===== src/rtl/fetch_pkg.sv =====
// Shared types and constants for the instruction fetch stage.
// Latency: n/a (types and constants only).
// Backpressure: n/a.
package fetch_pkg;

    typedef enum logic [1:0] {
        RST   = 2'd0,
        RUN   = 2'd1,
        FLUSH = 2'd2
    } fetch_state_t;

    localparam int OPCODE_MSB  = 31;
    localparam int OPCODE_LSB  = 26;
    localparam int FUNCT_MSB   = 5;
    localparam int FUNCT_LSB   = 0;
    localparam int FETCH_DEPTH = 2;

    typedef struct packed {
        logic [31:0] instr;
        logic [31:0] pc;
    } fetch_entry_t;

endpackage


===== src/rtl/fetch_fifo.sv =====
// Two-entry synchronous FIFO with single-cycle flush.
// Latency: a push is visible at the head on the next cycle.
// Backpressure: none internally; the caller never pushes into a full queue without a pop.
module fetch_fifo
    import fetch_pkg::*;
#(
    parameter int WIDTH = 32
) (
    input  logic             clk,
    input  logic             rst_n,
    input  logic             flush,
    input  logic             push,
    input  logic [WIDTH-1:0] push_dat,
    input  logic             pop,
    output logic [WIDTH-1:0] head_dat,
    output logic [1:0]       count
);

    logic [WIDTH-1:0] mem [FETCH_DEPTH];
    logic             wr_ptr;
    logic             rd_ptr;

    always_ff @(posedge clk or negedge rst_n) begin
        if (!rst_n) begin
            for (int i = 0; i < FETCH_DEPTH; i++) begin
                mem[i] <= '0;
            end
            wr_ptr <= 1'b0;
            rd_ptr <= 1'b0;
            count  <= 2'd0;
        end else if (flush) begin
            // Storage is left as-is; only the occupancy is discarded.
            wr_ptr <= 1'b0;
            rd_ptr <= 1'b0;
            count  <= 2'd0;
        end else begin
            if (push) begin
                mem[wr_ptr] <= push_dat;
                wr_ptr      <= ~wr_ptr;
            end
            if (pop) begin
                rd_ptr <= ~rd_ptr;
            end
            count <= count + {1'b0, push} - {1'b0, pop};
        end
    end

    assign head_dat = mem[rd_ptr];

endmodule


===== src/rtl/mips_fetch_unit.sv =====
// MIPS fetch stage: owns the PC, issues imem reads, queues in-order responses for decode.
// Latency: response in cycle N is presented to decode in cycle N+1.
// Backpressure: requests stop while in-flight plus queued words reach 2; optional FETCH_PERF_CNT_EN adds counters.
module mips_fetch_unit
    import fetch_pkg::*;
#(
    parameter logic [31:0] RESET_PC = 32'h0000_0000
) (
    input  logic        clk,
    input  logic        rst_n,
    output logic        imem_req_valid,
    input  logic        imem_req_ready,
    output logic [31:0] imem_req_addr,
    input  logic        imem_resp_valid,
    input  logic [31:0] imem_resp_data,
    input  logic        redirect_valid,
    input  logic [31:0] redirect_pc,
    output logic        instr_valid,
    input  logic        dec_ready,
    output logic [31:0] instr,
    output logic [31:0] instr_pc,
    output logic [5:0]  opcode,
    output logic [5:0]  funct
`ifdef FETCH_PERF_CNT_EN
    ,
    output logic [31:0] perf_fetched,
    output logic [31:0] perf_flushes
`endif
);

    fetch_state_t state, state_nxt;
    logic [31:0]  pc;
    logic [1:0]   drop_cnt, drop_nxt;
    logic [1:0]   outstanding;
    logic [1:0]   fifo_count;
    logic         req_fire;
    logic         redir;
    logic         resp_keep;
    logic         resp_drop;
    logic         dec_fire;
    logic [31:0]  resp_pc;
    fetch_entry_t push_entry;
    fetch_entry_t head_entry;
    logic         unused_redir_lsb;

    assign unused_redir_lsb = ^redirect_pc[1:0];

    assign redir     = redirect_valid && (state != RST);
    assign resp_drop = imem_resp_valid && (drop_cnt != 2'd0);
    assign resp_keep = imem_resp_valid && (drop_cnt == 2'd0);

    // Credit covers both words still in memory and words waiting for decode.
    assign imem_req_valid = (state != RST) && !redirect_valid &&
                            (({1'b0, outstanding} + {1'b0, fifo_count}) < 3'd2);
    assign imem_req_addr  = pc;
    assign req_fire       = imem_req_valid && imem_req_ready;

    assign instr_valid = (fifo_count != 2'd0) && !redirect_valid;
    assign dec_fire    = instr_valid && dec_ready;
    assign instr       = head_entry.instr;
    assign instr_pc    = head_entry.pc;
    assign opcode      = head_entry.instr[OPCODE_MSB:OPCODE_LSB];
    assign funct       = head_entry.instr[FUNCT_MSB:FUNCT_LSB];

    assign push_entry = '{instr: imem_resp_data, pc: resp_pc};

    // Addresses of accepted requests, popped by every response (kept or dropped).
    fetch_fifo #(.WIDTH(32)) u_inflight (
        .clk      (clk),
        .rst_n    (rst_n),
        .flush    (1'b0),
        .push     (req_fire),
        .push_dat (pc),
        .pop      (imem_resp_valid),
        .head_dat (resp_pc),
        .count    (outstanding)
    );

    fetch_fifo #(.WIDTH($bits(fetch_entry_t))) u_instr_q (
        .clk      (clk),
        .rst_n    (rst_n),
        .flush    (redir),
        .push     (resp_keep && !redir),
        .push_dat (push_entry),
        .pop      (dec_fire),
        .head_dat (head_entry),
        .count    (fifo_count)
    );

    always_ff @(posedge clk or negedge rst_n) begin
        if (!rst_n) begin
            state    <= RST;
            drop_cnt <= 2'd0;
        end else begin
            state    <= state_nxt;
            drop_cnt <= drop_nxt;
        end
    end

    // Everything still in flight at a redirect belongs to the old path.
    always_comb begin
        state_nxt = state;
        drop_nxt  = drop_cnt;
        if (state == RST) begin
            state_nxt = RUN;
        end else begin
            if (resp_drop) begin
                drop_nxt = drop_cnt - 2'd1;
            end
            if (redir) begin
                drop_nxt = outstanding - {1'b0, imem_resp_valid};
            end
            state_nxt = (drop_nxt != 2'd0) ? FLUSH : RUN;
        end
    end

    always_ff @(posedge clk or negedge rst_n) begin
        if (!rst_n) begin
            pc <= RESET_PC;
        end else if (redir) begin
            pc <= {redirect_pc[31:2], 2'b00};
        end else if (req_fire) begin
            pc <= pc + 32'd4;
        end
    end

`ifdef FETCH_PERF_CNT_EN
    always_ff @(posedge clk or negedge rst_n) begin
        if (!rst_n) begin
            perf_fetched <= 32'd0;
            perf_flushes <= 32'd0;
        end else begin
            if (dec_fire) begin
                perf_fetched <= perf_fetched + 32'd1;
            end
            if (redirect_valid) begin
                perf_flushes <= perf_flushes + 32'd1;
            end
        end
    end
`endif

endmodule


===== config.mk =====
export PLATFORM = sky130hd
export DESIGN_NAME = mips_fetch_unit
export DESIGN_NICKNAME = d
export VERILOG_FILES = /design/src/rtl/fetch_pkg.sv /design/src/rtl/fetch_fifo.sv /design/src/rtl/mips_fetch_unit.sv
export SDC_FILE = /design/constraint.sdc
export NUM_CORES = 1
export LEC_CHECK = 0
export CORE_ASPECT_RATIO = 0.5
export CORE_MARGIN = 4
export CORE_UTILIZATION = 53
export DETAILED_ROUTE_END_ITERATION = 8
export PLACE_DENSITY = 0.82
export SYNTH_ARGS = -nofsm -noshare
export SYNTH_HDL_FRONTEND = slang
export SYNTH_SLANG_ARGS = --single-unit

===== constraint.sdc =====
create_clock -name clk -period 2.95 [get_ports clk]
set_input_delay 0.4425 -clock clk [delete_from_list [all_inputs] [get_ports clk]]
set_output_delay 0.4425 -clock clk [all_outputs]
set_load 0.02 [all_outputs]

* After elaboration in Yosys (flattened, before gate mapping)
Cells that the tools add are included.
** Word-level totals
- Bits in registers :: 236
- Bits of input ports :: 70
- Word-level logic and storage cells :: 84
- Output and inout port bits :: 110
** Operators by class
- $lt $le $gt $ge :: 7
- Mux-type cells :: 24
- Add/sub/neg operators :: 8
- Bitwise gates (word level) :: 9
- Reduce and logical (&&, ||, !) cells :: 23
** Operators with widths (count)
- $mux 64 :: 4
- $mux 32 :: 6
- $bwmux 128 :: 1
- $bwmux 64 :: 1
- $demux 64 s1 :: 1
- $add 32x3->32 const B :: 1
- $demux 32 s1 :: 1
- $reduce_bool 2->1 :: 7
- $mux 2 :: 6
- $logic_and 1x1->1 :: 11
- $ge 2x2->1 const B :: 4
- $not 1->2 :: 4
- $sub 2x1->2 :: 3
- $not 1->1 :: 5
- $add 2x1->2 :: 2
- $logic_not 2->1 :: 2
- $lt 2x1->1 const B :: 2
- $mux 1 :: 4
- $add 2x2->3 :: 1
- $lt 3x2->1 const B :: 1
- $logic_not 1->1 :: 2
- $reduce_and 2->1 :: 1
- $sub 2x1->2 const B :: 1

* Logic depth before layout (Yosys ltp)
Gate-level depths: netlist of run 1.
- Depth after elaboration :: 8
- Depth in mapped cells :: 9
- Gate-level depth less buffers :: 9

* By module
Synthesis of run 1 repeated with hierarchy kept, for this count alone.
** Unflattened totals
- Cells, all modules :: 825
- Area total of the unflattened synthesis :: 11442.2 sq um
** Modules (own cells, without submodules)
- fetch_fifo (u_instr_q) :: seq. area each 3303.2 sq um, instances 1, area an instance 6048.3 sq um, cells an instance 358
- fetch_fifo (u_inflight) :: seq. area each 1701.6 sq um, instances 1, area an instance 2999.1 sq um, cells an instance 187
- mips_fetch_unit :: seq. area each 850.8 sq um, instances 1, area an instance 2394.8 sq um, cells an instance 280

* Worst setup path before layout of run 1
OpenSTA, ideal clock, no wires.
- Path type :: register to register
- From :: reg u_instr_q.count[0]
- To :: reg u_inflight.mem[37] (netlist name)
- Cell stages (with the launch flop) :: 9
- Buffers on the path :: 2
- Arrival time :: 2.495 ns
- Clock period less this slack :: 2.619 ns
- Required time :: 2.825 ns
- Path slack :: 0.331 ns
- Library setup time :: 0.125 ns
- Path through :: dfrtp_1 > and2_1 > fa_1 > nor3b_2 > or3b_1 > buf_2 > nor2_1 > buf_2 > mux2_2
** Between the ends
- Word-level cells in the longest chain between the ends :: 4
** RTL lines
- start, declared :: line fetch_fifo.sv:16 : output logic [1:0] count
- start signal, assigned :: line fetch_fifo.sv:44 : count <= count + {1'b0, push} - {1'b0, pop};
- $add 2x2->3 :: line mips_fetch_unit.sv:54 : (({1'b0, outstanding} + {1'b0, fifo_count}) < 3'd2);
- $lt 3x2->1 :: line mips_fetch_unit.sv:54
- $logic_and 1x1->1 :: line mips_fetch_unit.sv:53 : assign imem_req_valid = (state != RST) && !redirect_valid &&
- $logic_and 1x1->1 :: line mips_fetch_unit.sv:56 : assign req_fire = imem_req_valid && imem_req_ready;
- end signal, assigned by index :: line fetch_fifo.sv:38 : mem[wr_ptr] <= push_dat;
- end, declared :: line fetch_fifo.sv:19 : logic [WIDTH-1:0] mem [FETCH_DEPTH];
No other way between the ends.
A chain may end at the register's enable or synchronous reset.

* Worst setup path in the final report of run 1
- From :: reg u_instr_q.count[0]
- To :: reg u_inflight.mem[26] (netlist name)
** Between the ends
- Word-level cells in the longest chain between the ends :: 4
** RTL lines
- $add 2x2->3 :: line mips_fetch_unit.sv:54
- $lt 3x2->1 :: line mips_fetch_unit.sv:54
- $logic_and 1x1->1 :: line mips_fetch_unit.sv:53
- $logic_and 1x1->1 :: line mips_fetch_unit.sv:56
- via req_fire :: line mips_fetch_unit.sv:36 : logic req_fire;
The timed path passes the listed nets, and every way through them passes these cells.

==> flow_summary.ini, run 1 <==
[setup_path]
slowest_stage = fa_1
cp_cell_sequence = and2_1 -> fa_1 -> nor3b_2 -> or3b_1 -> inv_2 -> nand2_1 -> buf_4 -> mux2_1
critPathLaunchType = register
worstSetupEndpointType = register
worstPathArrival_ns = 3.17
critPathMaxFanout = 31
cp.required_ns = 3.31
crit_type = reg2reg
cpPeakStageDelay_ns = 0.46

[floorplan]
core_area_um2 = 18700
die-area_um2 = 21800
die_width_um = 205
pin_count = 180
start_util_pct = 54.9
die_h_um = 107
core.rowCount = 35

[global_routing]
antenna_found_initial = 0
grt_max_degree = 100
gr-usage-met3_pct = 3.32
first_global_vias = 7507
overflow = 0
busiest_layer = met2
grt_pass1_wl_um = 39100
use_met2_pct = 39.2
met1_usage_pct = 29.1
gr-usage-all-layers_pct = 22.1

[power_and_ir_drop]
power.share.clock_pct = 18.7
ir_drop_mv = 0.617
p_leak_nw = 5.66
switching_share_pct = 36.3
combinationalPowerShare_pct = 44.2
power_switching_w = 0.00544
powerDensity_nw_per_um2 = 1150
seqPwrFrac_pct = 37.1
intPower_w = 0.00953

[place]
gp_congestion = 0.834
dp_hpwl_um = 16200
dp_cells = 1242
port_buffers = 173

[clocking]
cts-root-buf = clkbuf_16
cts_tree = yes
cts.clk_slew.worst_paths_ns = 0.06
clk_path_buf_depth = 3
postCtsSetupRepairBufs = 0
cts.htree.levels = 1
cts.sinks = 226
numCtsBuffers = 21
clk_latency_ns = 0.49

[synthesis]
synth_edf_count = 0
yosysTopAreaCell = dfrtp_1
synthFlopType = dfrtp_1
async_flop_share_pct = 100
synth.area.top_cells = dfrtp_1, mux2_2, nand2_1, o21ai_0, mux2i_1
avgSynthCellArea_um2 = 12.1
yosysMostFrequentCell = dfrtp_1
synth_top_area_share_pct = 54.9
yosys-top-cells-count = dfrtp_1, mux2_2, nand2_1
syn_area_um2 = 10300
yosysWarnings = 0
synth.ff_latch_count = 226
synth_cells = 853
yosys.cell_types.count = 55
seq_area_frac_synth_pct = 54.9

[sta]
rsz0062_at_grt = false
drv_slew = 0
fin_crit_sh_pct = 95.2
finalSetupViolations = 0
fmax_mhz = 356
finalClockSkew_ns = 0.0125
tns_ns = 0
period_needed_ns = 2.81
finalHoldViolCount = 0
relSlewSlack_pct = 37.1
tightest_slew_ns = 0.944

[run]
maxCapViolations = 0

[route]
dr.pass1.iters = 5
vias = 7236
drt_iter0_markers = 418
avgViaCountPerCell = 5.66
detail-route-antenna-nets = 0
routed_wl_um = 24100
route.detailed.drc = 0
wire_per_inst_um = 18.9

[hold_path]
hold_class = reg2reg

[cells_and_area]
diodes = 0
stdcell_count = 1278
nets = 1084
drive_gt1_share_pct = 23.4
seq_area_um2 = 5660
multi_input_area_um2 = 4320
fillers = 1334
areaGrowthSynthToFinish_pct = 26.5

[run_status]
status = complete, no violations
## kinds of logic after synthesis
kind of cell             after synthesis  synth area share, %
flip-flops                           226                 54.9
multiplexers                         216                 23.3
AND/OR/NAND/NOR                      199                 9.42
AO/OA/AOI/OAI                        111                 6.27
buffers and inverters                 72                 3.34
XOR/XNOR                              21                 1.79
adder cells (fa/ha/maj)                7                0.924
other                                  1               0.0364
## placed cells by master (no fill, tap or decap), drive strengths merged, types with 4 or more instances in the layout
master         count
and3               8
mux2i             30
ha                 6
and2               4
or4                6
nand2             98
mux2             186
clkbuf            28
nor2              24
buf               20
a311oi             4
o21ai             74
inv                7
clkinv             4
o311ai             4
conb               4
nor3              14
clkdlybuf4s50    171
xnor2             17
nor4              10
nand3             19
xor2               4
dfrtp            226
a21oi              7
o22ai              4
a22oi              4
## area by class of cell
cell class | instances | share of cell area, %
clock buffers | 28 | 4.55
clock inverters | 7 | 0.846
inverters | 7 | 0.202
multi-input cells | 558 | 33.2
flip-flops and latches | 226 | 43.5
well taps | 259 | 2.49
repair buffers | 193 | 15.3
## per-layer routing
layer	part of all wire, %	wire (µm)	vias to the layer above
met3	5.4	1300	35
met5	0	0	-
met2	49	11900	220
met4	1.8	444	0
met1	43	10500	3664
li1	-	-	3317
## through the flow
| step | hold slack (ns) | setup WS (ns) | utilization (%) | cell area (µm²) | total power [W] |
|---|---|---|---|---|---|
| floorplan | 0.147 | 0.331 | - | 10300 | 0.00948 |
| global route | 0.500 | 0.0464 | 69.5 | 13000 | 0.0158 |
| detailed placement | 0.466 | 0.176 | 65.7 | 12300 | 0.0122 |
| global placement | 0.456 | 0.229 | 65.7 | 12300 | 0.0119 |
| finish | 0.475 | 0.141 | 69.5 | 13000 | 0.0150 |
| CTS | 0.479 | 0.147 | 69.5 | 13000 | 0.0151 |
## final timing paths
path                                          from            endpoint  slack [ns]  depth (start not counted)
worst max-delay path            u_instr_q.count[0]  u_inflight.mem[26]        0.14                          8
worst min-delay path             u_instr_q.mem[93]   u_instr_q.mem[93]        0.48                          2
worst max register to register  u_instr_q.count[0]  u_inflight.mem[26]        0.14                          8
worst min register to register   u_instr_q.mem[93]   u_instr_q.mem[93]        0.48                          2
max in group asynchronous                    rst_n  u_instr_q.mem[118]        1.50                          3
min in group asynchronous                    rst_n  u_inflight.mem[43]        0.56                          2
## power groups by stage
stage / clock network (W) / logic (W) / registers [W]
5_1_grt: 0.00298 / 0.00713 / 0.00572
4_1_cts: 0.00284 / 0.00669 / 0.00553
2_1_floorplan: 0 / 0.00412 / 0.00536
3_3_place_gp: 0 / 0.00646 / 0.00545
3_5_place_dp: 0 / 0.00663 / 0.00558
6_report: 0.00280 / 0.00662 / 0.00555
## worst max-delay path: cells and delay by family, from the launching register on
family,cells,cell delay [ns]
flip-flops,1,0.40
buffers and inverters,2,0.49
multiplexers,1,0.38
AND/OR/NAND/NOR,4,0.93
adder cells (fa/ha/maj),1,0.46
## registers in the layout (all words and copies together) (netlist names)
signal	flops
drop_cnt	2
u_inflight.wr_ptr	1
u_inflight.mem	60
u_instr_q.count	2
u_instr_q.mem	124
u_inflight.rd_ptr	1
u_instr_q.rd_ptr	1
u_instr_q.wr_ptr	1
state	2
imem_req_addr	30
u_inflight.count	2
## what timing repair did
item,CTS,global route
hold buffers,1,0
endpoints found under the setup margin,1,0
hold endpoints to repair,4,0
resized for setup,1,0
(Power assumes the default switching activity.)
==> run 2, diff against run 1 <==
--- a/config.mk
+++ b/config.mk
@@ -5,9 +5,11 @@
 export SDC_FILE = /design/constraint.sdc
 export NUM_CORES = 1
 export LEC_CHECK = 0
+export CELL_PAD_IN_SITES_DETAIL_PLACEMENT = 2
+export CELL_PAD_IN_SITES_GLOBAL_PLACEMENT = 2
 export CORE_ASPECT_RATIO = 0.5
-export CORE_MARGIN = 4
-export CORE_UTILIZATION = 53
+export CORE_MARGIN = 2
+export CORE_UTILIZATION = 35
 export DETAILED_ROUTE_END_ITERATION = 8
 export PLACE_DENSITY = 0.82
 export SYNTH_ARGS = -nofsm -noshare
==> run 2 against run 1 <==
Compared with the run above:
- core utilization down 24 points
- clock skew up 0.0029 ns
- clock-buffer cell count up 4
- flip-flop and latch count unchanged
- maximum frequency up 0.78%
- clock power up 5%
- die area up 41%
==> flow_summary.ini, run 2 (same netlist as run 1, synthesis figures left out) <==
[run]
maxCapViolations = 0

[global_routing]
first_global_vias = 8587
antenna_found_initial = 0
gr-usage-all-layers_pct = 20.8
grt_pass1_wl_um = 50400
overflow = 0
grt_max_degree = 74

[clocking]
clk_latency_ns = 0.52
cts.htree.levels = 1
cts_tree = yes
cts.sinks = 226
cts-root-buf = clkbuf_16
cts.clk_slew.worst_paths_ns = 0.07
numCtsBuffers = 23
clk_path_buf_depth = 3

[cells_and_area]
layout_common_cells = dfrtp_1, clkdlybuf4s50_1, mux2_2, nand2_1, o21ai_0
areaGrowthSynthToFinish_pct = 29.1
final_common_cell = dfrtp_1
final_area_um2 = 13300
largest_reg_flops = 124
nets = 1091
regMostFlops = u_instr_q.mem
drive_gt1_share_pct = 23.9
diodes = 0
fillers = 2880
stdcell_count = 1417
final_util_pct = 45.9

[floorplan]
die-area_um2 = 30900
pin_count = 180
die_width_um = 247
start_util_pct = 35.5
core.rowCount = 44
die_h_um = 125
core_area_um2 = 29000

[power_and_ir_drop]
powerDensity_nw_per_um2 = 1170
p_total_w = 0.0156
p_leak_nw = 5.71
ir_drop_mv = 0.371

[route]
drt_iter0_markers = 308
vias = 7395
routed_wl_um = 31500
route.detailed.drc = 0
detail-route-antenna-nets = 0
dr.pass1.iters = 6
wire_per_inst_um = 22.2
avgViaCountPerCell = 5.22

[sta]
period_needed_ns = 2.79
relSlewSlack_pct = 58.4
finalClockSkew_ns = 0.0154
tightest_slew_ns = 0.624
fin_crit_sh_pct = 94.5
finalHoldViolCount = 0
tns_ns = 0
drv_slew = 0
finalSetupViolations = 0
rsz0062_at_grt = false
fmax_mhz = 359

[run_status]
status = complete, no violations

[place]
gp_congestion = 0.740
placedInstanceArea_um2 = 12500
port_buffers = 173
dp_hpwl_um = 20900
dp_cells = 1378

[setup_path]
cp_cell_sequence = and2_1 -> fa_1 -> nor3b_2 -> or3b_1 -> buf_12 -> nor4_4 -> a311oi_1 -> nor3_2
crit_type = reg2reg
critPathMaxFanout = 22
critPathLaunchType = register
cp.required_ns = 3.36
worstSetupEndpointType = register
cpPeakStageDelay_ns = 0.48
worstPathArrival_ns = 3.20
slowest_stage = fa_1

[hold_path]
hold_class = in2async
==> run 2: changes by cell type in the layout (fill, tap and decap cells not counted), sizes merged <==
cell and change:
buf +5, bufinv -1, clkbuf +4, clkinv -3, clkinvlp +2
==> run 2: timing repair <==
| item | 4_1_cts | 5_1_grt |
|---|---|---|
| hold buffers | 1 | 0 |
| endpoints found under the setup margin | 2 | 37 |
| hold endpoints to repair | 68 | 0 |
| gates resized for setup | 2 | 3 |
| pin swaps | 0 | 1 |
| buffers inserted | 0 | 1 |
==> run 2: cell type report <==
cell class	count	area [µm²]	share of cell area, %
Tap cell	391	489	3.68
Inverter	7	26.3	0.198
Multi-Input combinational cell	558	4340	32.7
Timing Repair Buffer	198	2040	15.4
Clock buffer	32	649	4.89
Sequential cell	226	5660	42.6
Clock inverter	5	80.1	0.603
==> run 2: through the flow <==
step | worst slack (ns) | hold slack, ns
5_1_grt | 0.0137 | 0.473
6_report | 0.163 | 0.474
3_3_place_gp | 0.229 | 0.442
4_1_cts | 0.00140 | 0.460
2_1_floorplan | 0.331 | 0.147
3_5_place_dp | 0.0746 | 0.447
==> run 2: worst max-delay path: cells and delay by family, from the launching register on <==
| family | cells | cell delay (ns) |
|---|---|---|
| and+or+nand+nor | 5 | 1.40 |
| adders and majority gates | 1 | 0.48 |
| AOI/OAI and AO/OA | 1 | 0.19 |
| buffers and inverters | 1 | 0.18 |
| DFF | 1 | 0.41 |
==> run 2: per-layer routing <==
layer | track usage [%] | vias up | wire length [µm]
met5 | 0 | - | 0
met4 | 4.75 | 0 | 702
met3 | 3.01 | 48 | 778
met2 | 38.3 | 119 | 16500
met1 | 25.8 | 3915 | 13500
li1 | - | 3313 | -
==> run 2: power by group <==
part           internal (W)  total [W]  switching, W
Clock               0.00170    0.00293       0.00123
Combinational       0.00346    0.00694       0.00348
Sequential          0.00444    0.00569       0.00124
==> run 2: path summary, 6_finish.rpt <==
kind | slack [ns] | cells past startpoint | startpoint | to
hold reg to reg | 0.48 | 2 | u_instr_q.mem[71] | u_instr_q.mem[71]
hold / removal | 0.47 | 2 | rst_n | u_instr_q.mem[7]
min in group clk | 0.48 | 3 | redirect_pc[14] | imem_req_addr[14]
setup reg to reg | 0.16 | 8 | u_instr_q.count[0] | imem_req_addr[15]
setup / recovery | 0.16 | 8 | u_instr_q.count[0] | imem_req_addr[15]
max in group asynchronous | 1.69 | 3 | rst_n | u_instr_q.mem[28]
==> run 3, diff against run 2 <==
--- a/config.mk
+++ b/config.mk
@@ -9,9 +9,10 @@
 export CELL_PAD_IN_SITES_GLOBAL_PLACEMENT = 2
 export CORE_ASPECT_RATIO = 0.5
 export CORE_MARGIN = 2
-export CORE_UTILIZATION = 35
+export CORE_UTILIZATION = 38
 export DETAILED_ROUTE_END_ITERATION = 8
-export PLACE_DENSITY = 0.82
+export PLACE_DENSITY = 0.83
 export SYNTH_ARGS = -nofsm -noshare
 export SYNTH_HDL_FRONTEND = slang
+export SYNTH_HIERARCHICAL = 1
 export SYNTH_SLANG_ARGS = --single-unit
==> constraint.sdc (replaced) <==
create_clock -name clk -period 3.2 [get_ports clk]
set_input_delay 0.48 -clock clk [delete_from_list [all_inputs] [get_ports clk]]
set_output_delay 0.48 -clock clk [all_outputs]
set_load 0.02 [all_outputs]
==> run 3 against run 2 <==
Compared with the run above:
- die area rose by 2.3%
- clock-buffer cell count did not move
- critical endpoint is now imem_req_valid
- first-iteration DRC count rose by 56%
- sequential power fell by 4%
- hold slack improved by 0.012 ns
- synthesized cell count fell by 3.3%
- wire length rose by 23%
- register-to-register slack improved by 0.12 ns
- clock skew rose by 0.015 ns
- cell count fell by 0.35%
- sequential share of layout area fell by 2.1 points
- setup slack got worse by 0.0070 ns
==> flow_summary.ini, run 3 <==
[synthesis]
syn_area_um2 = 11400
synth_edf_count = 0
yosysTopAreaCell = dfrtp_1
seq_area_frac_synth_pct = 51.2
synth.ff_latch_count = 234
synth_cells = 825
synth.area.top_cells = dfrtp_1, mux2_2, mux2_4, buf_6, buf_12
synth_top_area_share_pct = 51.2
yosys.cell_types.count = 68
yosysWarnings = 6
async_flop_share_pct = 100
avgSynthCellArea_um2 = 13.9
synthFlopType = dfrtp_1
yosys-top-cells-count = dfrtp_1, mux2_2, mux2_4
yosysMostFrequentCell = dfrtp_1

[power_and_ir_drop]
ir_drop_mv = 0.414
powerDensity_nw_per_um2 = 1090
p_leak_nw = 6.40

[global_routing]
overflow = 0
busiest_layer = met2
antenna_found_initial = 0
gr-usage-all-layers_pct = 24.9
grt_max_degree = 96
gr-usage-met3_pct = 4.02
first_global_vias = 9171
use_met2_pct = 44.9
met1_usage_pct = 31.2
grt_pass1_wl_um = 60100

[clocking]
clk_latency_ns = 0.54
cts.sinks = 234
numCtsBuffers = 24
cts_resized = 0
cts-root-buf = clkbuf_16
postCtsSetupRepairBufs = 0
cts_tree = yes
cts.clk_slew.worst_paths_ns = 0.08
clk_path_buf_depth = 3
cts.htree.levels = 1
ctsHoldBuffers = 1

[cells_and_area]
layout_common_cells = dfrtp_1, mux2_2, clkdlybuf4s50_1, mux2_4, nand2_1
fillers = 2773
areaGrowthSynthToFinish_pct = 26.4
regMostFlops = u_instr_q/mem
largest_reg_flops = 128
stdcell_count = 1412
drive_gt1_share_pct = 35.6
nets = 1080
final_common_cell = dfrtp_1

[floorplan]
pin_count = 180
core_area_um2 = 29300
die_h_um = 127
core.rowCount = 44
start_util_pct = 39.1
die-area_um2 = 31600
die_width_um = 249

[place]
dp_hpwl_um = 23200
gp_congestion = 0.857
dp_cells = 1366
port_buffers = 175

[sta]
tns_ns = 0
period_needed_ns = 3.04
fin_crit_sh_pct = 95.1
finalSetupViolations = 0
fmax_mhz = 329
finalClockSkew_ns = 0.0304
finalHoldViolCount = 0
relSlewSlack_pct = 46.7
rsz0062_at_grt = false
drv_slew = 0
tightest_slew_ns = 0.799

[setup_path]
critPathLaunchType = register
crit_path_start = u_instr_q/count[0]
crit_type = reg2out
worstPathArrival_ns = 2.56
r2r_start = u_instr_q/count[0]
critPathMaxFanout = 3
cp.required_ns = 2.72
worstSetupEndpointType = primary output

[hold_path]
hold_start = u_instr_q/mem[118]
hold_class = reg2reg

[route]
routed_wl_um = 38600
detail-route-antenna-nets = 0
vias = 7782
route.detailed.drc = 0
drt_iter0_markers = 479
wire_per_inst_um = 27.3
dr.pass1.iters = 4
avgViaCountPerCell = 5.51

[run]
maxCapViolations = 0

[run_status]
status = complete, no violations
==> run 3: changes by cell type in the layout (fill, tap and decap cells not counted), moves of 8 or more <==
cell / previous run / this run
nand4_1: 2 / 10
dfrtp_1: 224 / 233
mux2_1: 17 / 7
mux2_2: 169 / 222
mux2_4: 0 / 60
o21ai_0: 65 / 15
nand2_1: 98 / 32
o21ai_1: 8 / 0
conb_1: 4 / 12
mux2i_1: 30 / 3
==> run 3: worst max-delay path, stage by stage, from the launching register on <==
cell and delay (ns):
dfrtp_1 0.40, and2_1 0.18, fa_1 0.49, nor3_1 0.28, clkdlybuf4s50_1 0.66
==> run 3: final cells by class <==
cell class	instances	area [µm²]	area share, %
Clock buffer	32	702	4.85
Sequential cell	234	5860	40.5
Antenna cell	1	2.50	0.0173
Inverter	10	37.5	0.260
Timing Repair Buffer	197	2040	14.1
Tap cell	391	489	3.38
Clock inverter	12	229	1.58
Multi-Input combinational cell	535	5110	35.3
==> run 3: path summary, 6_finish.rpt <==
path                                           end  slack (ns)  cells after the start
min in group asynchronous         imem_req_addr[6]        0.53                      2
worst max register to register   imem_req_addr[30]        0.28                      6
worst max-delay path                imem_req_valid        0.16                      4
max in group asynchronous       u_inflight/mem[37]        1.68                      3
worst min register to register  u_instr_q/mem[118]        0.49                      1
worst min-delay path            u_instr_q/mem[118]        0.49                      1
==> run 3: metrics by stage <==
stage / total power (W) / cell area (µm²) / worst slack [ns] / utilization, % / hold WS, ns
final: 0.0158 / 14500 / 0.156 / 49.4 / 0.486
after global placement: 0.0116 / 13500 / 0.469 / 46.2 / 0.463
after CTS: 0.0159 / 14500 / 0.121 / 49.4 / 0.490
after global routing: 0.0166 / 14500 / 0.00413 / 49.4 / 0.525
after floorplan: 0.00919 / 11500 / 0.486 / - / 0.184
after detailed placement: 0.0122 / 13500 / 0.443 / 46.2 / 0.475
==> run 3: kinds of logic after synthesis <==
family                   after synthesis  synth area share [%]
multiplexers                         292                  30.7
flip-flops                           234                  51.2
AND/OR/NAND/NOR                      137                  6.89
AO/OA/AOI/OAI                         71                  4.28
buffers and inverters                 67                  4.63
XOR/XNOR                              15                  1.39
adder cells (fa/ha/maj)                8                 0.940
other                                  1                0.0328
==> run 3: layer usage <==
layer,routed length [µm],vias to the layer above
met5,0,-
met4,1010,0
met3,1510,67
met2,20100,199
met1,16000,4162
li1,-,3354
==> run 3: report_power, final <==
part	internal (W)	leakage (nW)	total, W	switching, W
clock network	0.00204	0.450	0.00335	0.00131
logic	0.00357	2.99	0.00697	0.00341
registers	0.00418	2.96	0.00549	0.00132
==> edit, RTL diff (settings of run 3) <==
The option `FETCH_PERF_CNT_EN` is turned on by a define.
--- a/src/rtl/mips_fetch_unit.sv
+++ b/src/rtl/mips_fetch_unit.sv
@@ -2,4 +2,6 @@
 // Latency: response in cycle N is presented to decode in cycle N+1.
 // Backpressure: requests stop while in-flight plus queued words reach 2; optional FETCH_PERF_CNT_EN adds counters.
+`define FETCH_PERF_CNT_EN
+
 module mips_fetch_unit
     import fetch_pkg::*;
Check against the original RTL (old outputs only; new: perf_fetched and perf_flushes): same outputs for any inputs over 4 cycles, from zero or initial values and one cycle with rst_n low; that may be too few to reach the edited logic, so the function may still have changed.
==> edit against run 3 <==
Hold slack got worse by 0.011 ns. Area after synthesis rose by 22%. Critical path type unchanged. Non-clock buffer count rose by 78. Worst setup slack got worse by 0.054 ns. Power rose by 7.7%. Cell area rose by 24%. Critical endpoint unchanged. Wire length rose by 29%. Sequential share of layout area rose by 1.2 points. Sequential cell count rose by 64.
==> edit: results (changes against run 3) <==
| Metric | Value |
|---|---|
| Largest cells by area after synthesis | dfrtp_1, mux2_2, mux2_4, xnor2_1, xor2_1 |
| Detailed-route via count | 9514 (+22%) |
| Pre-CTS setup slack | 0.1517 ns (-0.2917 ns) |
| Post-DP HPWL | 29.50 mm (+27%) |
| R2R setup slack | 0.15 ns (-0.13 ns) |
| Crit-path max cell delay | 0.42 ns (-0.24 ns) |
| Critical path arrival | 2.62 ns (+0.06 ns) |
| Post-Syn Instances | 1027 (+24%) |
| Fillers | 3378 (+22%) |
| GR Util All Layers | 25.40% (+0.48 points) |
| Cell family contributing the most delay on the critical path | simple AND/OR/NAND/NOR gates |
| Routability congestion estimate | 0.7828 (-8.6%) |
| Inst Count DP | 1736 (+27%) |
| Outcome | finished clean |
| First-pass GRT wire length | 74.24 mm (+24%) |
| Post-cts resize count | 1 (+1) |
| Total chip power | 17.03 mW (+7.7%) |
| Worst-Skew Late Latency | 0.58 ns (+0.04 ns) |
| Clk pwr share | 21.4% (+0.2 points) |
| IO Port Bufs | 239 (+37%) |
| Setup Skew | 0.02925 ns (-0.001150 ns) |
| Layout cells sized above 1 | 28.58% (-7.0 points) |
| Cts bufs inserted | 29 (+21%) |
| Sequential fraction of design power | 38.1% (+3.4 points) |
| Worst path slowest cell | dfrtp_1 |
| Routed WL | 49.73 mm (+29%) |
| Post-synthesis adder-cell area fraction | 0.9506% (+0.010 points) |
| Post-route setup slack | 0.1022 ns (-0.05397 ns) |
| Routed len/inst | 27.74 um (+1.5%) |
| Largest net degree at the start of global routing | 89 (-7.3%) |
| Initial antenna violation count | 3 (+3) |
| # hold bufs at CTS | 1 (unchanged) |
| Worst hold margin | 0.4751 ns (-0.01108 ns) |
| Drt initial violations | 576 (+20%) |
| Top post-synthesis cells by count | dfrtp_1, mux2_2, mux2_4 |
| Multiplexer share of the synthesized area | 25.25% (-5.4 points) |
| Share of the yosys chip area belonging to registers | 53.45% (+2.3 points) |
| Pleak | 8.010 nW (+25%) |
| Placed Area | 0.01691 mm2 (+25%) |
| Post-synthesis xor/xnor area fraction | 6.224% (+4.8 points) |
| Int Power | 10.59 mW (+8.2%) |
| Compound-gate portion of the synthesized area | 1.489% (-2.8 points) |
| Worst-Margin Slew | 0.8899 ns (+0.09042 ns) |
edit: metal layers:
metal	part of all wire (%)	vias up	GRT usage [%]
met3	2.7	93	3.451
met1	40	5142	30.49
li1	-	4093	-
met5	0	-	0
met4	3.1	0	7.568
met2	54	186	47.16
edit: final timing paths:
kind | from | to | depth (start not counted)
max | u_inflight/count[0] | imem_req_valid | 5
min | perf_flushes[31] | perf_flushes[31] | 1
max reg2reg | u_inflight/count[0] | imem_req_addr[17] | 9
min reg2reg | perf_flushes[31] | perf_flushes[31] | 1
max in group asynchronous | rst_n | u_instr_q/mem[102] | 3
min in group asynchronous | rst_n | perf_fetched[3] | 2
edit: area by class of cell:
type	count	area, um2	share of cell area [%]
Antenna cell	4	10.01	0.05602
Clock buffer	44	812.0	4.545
Timing Repair Buffer	275	2819	15.78
Tap cell	484	605.6	3.389
Inverter	14	52.55	0.2941
Sequential cell	298	7458	41.74
Multi-Input combinational cell	666	5987	33.51
Clock inverter	8	122.6	0.6863
